--- src/rtl/quiz_pkg.sv ---
// Shared types and helpers for the N-team quiz controller.
package quiz_pkg;

    typedef enum logic [2:0] {
        S_IDLE,
        S_ANSWER,
        S_JUDGE,
        S_HOLD,
        S_SCAN,
        S_FINAL
    } state_t;

    localparam logic [15:0] ONE_HOT_NONE = 16'h0000;

    function automatic int clog2(input int value);
        int r;
        r = 0;
        for (int i = 0; i < 31; i++) begin
            if ((1 << i) < value) r = i + 1;
        end
        return r;
    endfunction

endpackage

--- src/rtl/quiz_tick_gen.sv ---
// Seconds prescaler: pulses tick every CLKS_PER_TICK cycles while run is high.
// Held at zero when idle so each timed window starts with a full second.
module quiz_tick_gen
    import quiz_pkg::*;
#(
    parameter int CLKS_PER_TICK = 5_000_000
) (
    input  logic clk,
    input  logic master_reset,
    input  logic run,
    input  logic restart,
    output logic tick
);
    localparam int PW = (clog2(CLKS_PER_TICK) > 0) ? clog2(CLKS_PER_TICK) : 1;
    localparam logic [PW-1:0] LAST = PW'(CLKS_PER_TICK - 1);

    logic [PW-1:0] cnt;

    always_ff @(posedge clk) begin
        if (master_reset || !run || restart) begin
            cnt <= '0;
        end else if (cnt == LAST) begin
            cnt <= '0;
        end else begin
            cnt <= cnt + PW'(1);
        end
    end

    assign tick = run && (cnt == LAST);

endmodule

--- src/rtl/quiz_controller_n.sv ---
// N-team quiz controller: buzzer arbitration with wrong-answer lockout, answer/judge
// countdowns, saturating score bank and a one-team-per-cycle winner scan.
module quiz_controller_n
    import quiz_pkg::*;
#(
    parameter int N_TEAMS       = 4,
    parameter int SCORE_W       = 4,
    parameter int CLKS_PER_TICK = 5_000_000,
    parameter int ANSWER_SECS   = 10,
    parameter int JUDGE_SECS    = 5,
    parameter int CNT_W         = 4
) (
    input  logic                       clk,
    input  logic                       master_reset,
    input  logic                       reset,
    input  logic [N_TEAMS-1:0]         buzz,
    input  logic                       correct,
    input  logic                       wrong,
    input  logic                       auto_mode,
    input  logic                       end_quiz,
    input  logic [clog2(N_TEAMS)-1:0]  score_sel,
    output logic [N_TEAMS-1:0]         active_team,
    output logic                       buzzer_locked,
    output logic                       timeup,
    output logic                       judging_time,
    output logic [CNT_W-1:0]           countdown,
    output logic [SCORE_W-1:0]         score_rd,
    output logic [N_TEAMS-1:0]         winner_team,
    output logic                       winner_valid,
    output logic                       tie
);
    localparam int SEL_W = clog2(N_TEAMS);

    state_t               state, state_next;
    logic [N_TEAMS-1:0]   act_q, lockout_q, eligible, grant, lock_wrong;
    logic [CNT_W-1:0]     cd_q;
    logic [SCORE_W-1:0]   scores [N_TEAMS];
    logic [SEL_W-1:0]     scan_idx, top_q, top_n;
    logic [SCORE_W-1:0]   max_q, max_n, cur_score;
    logic                 tie_q, tie_n;
    logic                 on_floor, run, tick, abort, scan_last;

    assign on_floor   = (state == S_ANSWER) || (state == S_JUDGE) || (state == S_HOLD);
    assign run        = (state == S_ANSWER) || (state == S_JUDGE);
    assign abort      = (end_quiz || reset) && (state != S_FINAL);
    assign eligible   = buzz & ~lockout_q;
    assign grant      = eligible & (~eligible + N_TEAMS'(1));
    // A wrong answer that would lock every team kills the question and reopens all buzzers.
    assign lock_wrong = ((lockout_q | act_q) == '1) ? '0 : (lockout_q | act_q);
    assign scan_last  = (scan_idx == SEL_W'(N_TEAMS - 1));
    assign cur_score  = scores[scan_idx];
    assign score_rd   = (int'(score_sel) < N_TEAMS) ? scores[score_sel] : '0;

    quiz_tick_gen #(.CLKS_PER_TICK(CLKS_PER_TICK)) u_tick (
        .clk          (clk),
        .master_reset (master_reset),
        .run          (run),
        .restart      (state_next != state),
        .tick         (tick)
    );

    always_ff @(posedge clk) begin
        if (master_reset) state <= S_IDLE;
        else              state <= state_next;
    end

    always_comb begin
        state_next = state;
        if (end_quiz && state != S_FINAL) begin
            state_next = S_SCAN;
        end else if (reset && state != S_FINAL) begin
            state_next = S_IDLE;
        end else begin
            case (state)
                S_IDLE:   if (|eligible) state_next = S_ANSWER;
                S_ANSWER: if (correct || wrong) state_next = S_IDLE;
                          else if (tick && cd_q <= CNT_W'(1)) state_next = S_JUDGE;
                S_JUDGE:  if (correct || wrong) state_next = S_IDLE;
                          else if (tick && cd_q <= CNT_W'(1)) state_next = auto_mode ? S_IDLE : S_HOLD;
                S_HOLD:   if (correct || wrong) state_next = S_IDLE;
                S_SCAN:   if (scan_last) state_next = S_FINAL;
                default:  state_next = state;
            endcase
        end
    end

    // Running maximum; the first team seeds it so an all-zero board still reports a tie.
    always_comb begin
        max_n = max_q;
        tie_n = tie_q;
        top_n = top_q;
        if (scan_idx == '0 || cur_score > max_q) begin
            max_n = cur_score;
            tie_n = 1'b0;
            top_n = scan_idx;
        end else if (cur_score == max_q) begin
            tie_n = 1'b1;
        end
    end

    always_ff @(posedge clk) begin
        if (master_reset) begin
            act_q     <= '0;
            lockout_q <= '0;
            cd_q      <= '0;
            scan_idx  <= '0;
            max_q     <= '0;
            top_q     <= '0;
            tie_q     <= 1'b0;
            for (int i = 0; i < N_TEAMS; i++) scores[i] <= '0;
        end else if (abort) begin
            act_q     <= '0;
            lockout_q <= '0;
            cd_q      <= '0;
            scan_idx  <= '0;
        end else if (on_floor && correct) begin
            for (int i = 0; i < N_TEAMS; i++) begin
                if (act_q[i] && scores[i] != '1) scores[i] <= scores[i] + SCORE_W'(1);
            end
            lockout_q <= '0;
            act_q     <= '0;
            cd_q      <= '0;
        end else if (on_floor && wrong) begin
            lockout_q <= lock_wrong;
            act_q     <= '0;
            cd_q      <= '0;
        end else if (tick) begin
            if (cd_q > CNT_W'(1)) begin
                cd_q <= cd_q - CNT_W'(1);
            end else if (state == S_ANSWER) begin
                cd_q <= CNT_W'(JUDGE_SECS);
            end else begin
                cd_q <= '0;
                if (auto_mode) begin
                    lockout_q <= '0;
                    act_q     <= '0;
                end
            end
        end else if (state == S_IDLE && |eligible) begin
            act_q <= grant;
            cd_q  <= CNT_W'(ANSWER_SECS);
        end else if (state == S_SCAN) begin
            scan_idx <= scan_idx + SEL_W'(1);
            max_q    <= max_n;
            tie_q    <= tie_n;
            top_q    <= top_n;
        end
    end

    always_comb begin
        active_team   = act_q;
        buzzer_locked = on_floor;
        timeup        = (state == S_JUDGE) || (state == S_HOLD);
        judging_time  = (state == S_JUDGE);
        countdown     = '0;
        winner_valid  = (state == S_FINAL);
        tie           = (state == S_FINAL) && tie_q;
        winner_team   = ONE_HOT_NONE[N_TEAMS-1:0];
        if (run) countdown = cd_q;
        if (state == S_FINAL) begin
            countdown = CNT_W'(max_q);
            if (!tie_q) winner_team = N_TEAMS'(1) << top_q;
        end
    end

endmodule
--- config.mk ---
export PLATFORM = sky130hd
export DESIGN_NAME = quiz_controller_n
export DESIGN_NICKNAME = d
export VERILOG_FILES = /design/src/rtl/quiz_pkg.sv /design/src/rtl/quiz_tick_gen.sv /design/src/rtl/quiz_controller_n.sv
export SDC_FILE = /design/constraint.sdc
export NUM_CORES = 1
export LEC_CHECK = 0
export ABC_AREA = 1
export BUFFER_PORTS_ARGS = -buffer_cell sky130_fd_sc_hd__buf_2
export CAP_MARGIN = 10
export CELL_PAD_IN_SITES_DETAIL_PLACEMENT = 1
export CELL_PAD_IN_SITES_GLOBAL_PLACEMENT = 2
export CORE_MARGIN = 8
export CORE_UTILIZATION = 32
export CTS_CLUSTER_DIAMETER = 60
export DETAILED_ROUTE_END_ITERATION = 7
export PLACE_DENSITY_LB_ADDON = 0.1
export SLEW_MARGIN = 30
export SYNTH_ARGS = -nofsm -noshare
export SYNTH_HDL_FRONTEND = slang
export SYNTH_SLANG_ARGS = --single-unit
--- constraint.sdc ---
create_clock -name clk -period 1.9 [get_ports clk]
set_input_delay 0.38 -clock clk [delete_from_list [all_inputs] [get_ports clk]]
set_output_delay 0.38 -clock clk [all_outputs]
set_load 0.005 [all_outputs]
==> metrics.csv <==
metric,value,unit
global-route wire length before repair,20300,um
unrepaired setup endpoints after global routing,yes,
CP cell instances,"o21ai_1, o22ai_2, ha_1, nand2_1, o21ai_2, a21oi_2, nor2_4, inv_4, o21ai_1, a21oi_1",
slowest CP cell,sky130_fd_sc_hd__edfxtp_1,
routed length per placed instance,16.0,um
CTS H-tree lvls,3,
setup total negative slack,-1.50,ns
number of hold-slack violations in the final timing report,0,
ranking of synthesized cells by area,"sky130_fd_sc_hd__dfxtp_1 25%, sky130_fd_sc_hd__edfxtp_1 12%, sky130_fd_sc_hd__nand2_1 8.3%",
DRC violation count after routing,0,
startpoint of the worst register-to-register path,scores[2][3],
combinational share of power,11.3,%
number of sinks handled by clock tree synthesis,65,
Final Wtd Congestion,0.790,
placeable core region,12000,um2
GRT overflow,0,
Layout area overhead,48.7,%
count of pins on the block boundary,34,
maximum clock insertion buffer count,2,
Netlist Area Pre-Place,3910,um2
clock share of power,47.1,%
Hold Path Sink,state[1],
Final Cycle Share,106,%
number of synthesized register bits,65,
primary flip-flop cell chosen by synthesis mapping,sky130_fd_sc_hd__dfxtp_1,
root buffer selected by CTS,sky130_fd_sc_hd__clkbuf_16,
result of the run,"finished, violations left",
post-CTS clock slew at the launch and capture registers of the worst setup and hold paths,0.05,ns
Crit path largest cell delay,0.42,ns
standby leakage power,2.40,nW
CTS tree,done,
Worst-Skew Late Latency,0.34,ns
first drt pass iteration count,4,
ranking of synthesized cells by instance count,"87 x sky130_fd_sc_hd__nand2_1, 74 x sky130_fd_sc_hd__inv_1, 69 x sky130_fd_sc_hd__nor2_1, 49 x sky130_fd_sc_hd__dfxtp_1, 30 x sky130_fd_sc_hd__o21ai_0",
MaxCap Viol Count,0,
DP HPWL,9570,um
post-synthesis cell count,507,
Crit Path Category,reg2reg,
number of flops mapped to enable cells by yosys,16,
hold-fix buffer count after cts,0,
mean area per synthesized cell,7.72,um2
logic depth of the worst register-to-register path,10,
total internal power,2.65,mW
Worst Hold Depth,2,
sequential share of power,41.6,%
starting density of the core,32.7,%
Layout Nets,677,
required time worst endpoint,2.13,ns
portion of the post-synthesis area used by sequential elements,37.3,%
Sw Ratio,24.9,%
reg-to-reg setup timing slack,-0.11,ns
violations in the final reports,negative setup slack,
number of synthesis warnings,0,
number of setup violations in the final report,37,
headroom to the max-slew limit,55.9,%
number of standard-cell rows in the floorplan,40,
kind of launch point of the worst setup path,flip-flop,
Iter 0 DRT Violations,103,
final critical-path setup slack,-0.106,ns
count of unique library cells instantiated by Yosys,39,
antenna violations before repair,1,
pin count of the biggest net entering global routing,13,
die outline width,127,um
transition time of the tightest slew-check pin,0.653,ns
capture point of the worst reg-to-reg path,max_q[2],
category of the worst setup path capture point,flip-flop,
most repeated library cell on the critical path,sky130_fd_sc_hd__o21ai_1,
arrival time of data at the critical path endpoint,2.23,ns
count of buffers inserted at the top-level ports,33,
Syn Nets,533,
share of cells above drive strength 1,44.2,%
Die Y,127,um
aggregate routed wire length,12800,um
TritonCTS buffer count,9,
highest net fanout along the worst path,7,
Peak supply drop,0.000296,V
most frequently used cell type in the post-synthesis netlist,sky130_fd_sc_hd__nand2_1,
total power density per cell area,607,nW/um2
start point of the worst hold path,master_reset,
final hold slack,0.259,ns
fin crit period,2.01,ns
Hold Crit Class,in2reg,
fill cell instance count of the final layout,1411,
ant diodes,0,
gr usage total,16.0,%
fraction of post-synthesis cell area in the top cell type by area,25.1,%
count of vias placed by the detailed router,3879,
maximum clock skew at final layout,0.00657,ns
share of synthesized flip-flops with an asynchronous set or reset,0,%
number of max-slew violations in the final report,0,
Final ANT Viol Nets,0,
biggest area consumer among synthesized cells,sky130_fd_sc_hd__dfxtp_1,
maximum operating frequency,499,MHz
switching power summed over all nets,0.880,mW
via/cell ratio,4.83,
Die Area,16000,um2
vias in the first global route,4149,
final cells by class:
class / count / area (um2) / area share [%]
inverters: 83 / 339 / 5.83
clock buffers: 10 / 239 / 4.11
well taps: 147 / 184 / 3.16
multi-input cells: 353 / 2460 / 42.3
repair buffers: 139 / 1060 / 18.2
clock inverters: 6 / 57.6 / 0.989
flip-flops and latches: 65 / 1480 / 25.4
logic make-up (layout without fill, tap and decap cells):
logic type | after synthesis | after routing | synth area share, %
adder cells (fa/ha/maj) | 13 | 13 | 4.16
XOR/XNOR | 26 | 26 | 5.82
buffers and inverters | 89 | 238 | 9.37
flip-flops | 65 | 65 | 37.3
AO/OA/AOI/OAI | 79 | 79 | 12.2
AND/OR/NAND/NOR | 235 | 235 | 31.1
sequential cells by signal, indices dropped and copies added, names as in the netlist, named ones only:
name         flops
active_team      4
cd_q             4
lockout_q        4
max_q            4
scan_idx         2
scores          16
state            3
tie_q            1
top_q            2
u_tick.cnt      23
power groups by stage:
stage / combinational (mW) / sequential (mW) / clock [mW]
floorplan: 0.165 / 1.49 / 0
global placement: 0.306 / 1.49 / 0
detailed placement: 0.313 / 1.49 / 0
CTS: 0.347 / 1.47 / 1.70
global route: 0.437 / 1.47 / 1.76
finish: 0.397 / 1.47 / 1.66
worst max-delay path by stage:
stage / cells after the start / from / to / slack (ns)
floorplan: 12 / flip-flop / max_q[1] / 0.02
global placement: 11 / flip-flop / max_q[3] / -0.13
detailed placement: 11 / flip-flop / max_q[2] / -0.21
CTS: 7 / state[1] / winner_team[2] / -0.07
global route: 10 / scores[1][3] / max_q[2] / -0.20
finish: 10 / scores[2][3] / max_q[2] / -0.11
cell usage in the layout (no fill, tap or decap), types with 13 or more instances in the layout:
cell / instances
sky130_fd_sc_hd__nand2_1: 75
sky130_fd_sc_hd__buf_2: 33
sky130_fd_sc_hd__o21ai_1: 13
sky130_fd_sc_hd__nor2_4: 31
sky130_fd_sc_hd__dfxtp_1: 38
sky130_fd_sc_hd__xor2_1: 19
sky130_fd_sc_hd__nand2_2: 16
sky130_fd_sc_hd__inv_1: 63
sky130_fd_sc_hd__edfxtp_1: 16
sky130_fd_sc_hd__buf_4: 92
sky130_fd_sc_hd__a21oi_1: 15
sky130_fd_sc_hd__nor2_1: 55
stage by stage:
| stage | worst slack [ns] | util (%) | area, um2 | instances | total power [mW] |
|---|---|---|---|---|---|
| CTS | -0.0703 | 45.7 | 5460 | 794 | 3.52 |
| global route | -0.205 | 48.7 | 5820 | 803 | 3.67 |
| floorplan | 0.0175 | - | 3920 | 507 | 1.66 |
| detailed placement | -0.213 | 40.4 | 4830 | 762 | 1.81 |
| global placement | -0.127 | 40.4 | 4830 | 762 | 1.80 |
| finish | -0.106 | 48.7 | 5820 | 803 | 3.53 |
worst max-delay path: cells and delay by family, from the launching register on:
kind,cells,cell delay [ns]
and+or+nand+nor,2,0.30
adders and majority gates,1,0.35
AOI/OAI and AO/OA,6,0.73
DFF,1,0.42
buffers and inverters,1,0.09
metal layers:
| metal | wire length (um) | global-route usage, % | vias to the layer above |
|---|---|---|---|
| li1 | - | - | 1944 |
| met1 | 5020 | 16.8 | 1862 |
| met2 | 7010 | 29.5 | 44 |
| met3 | 374 | 3.23 | 27 |
| met4 | 418 | 8.35 | 2 |
| met5 | 12 | 0 | - |
timing repair:
item | in CTS | in global routing
pin swaps | 19 | 24
endpoints found under the hold margin | 0 | 0
buffers inserted | 16 | 9
cloned | 1 | 1
resized for setup | 64 | 83
setup endpoints to repair | 49 | 73
(Power assumes the default switching activity.)
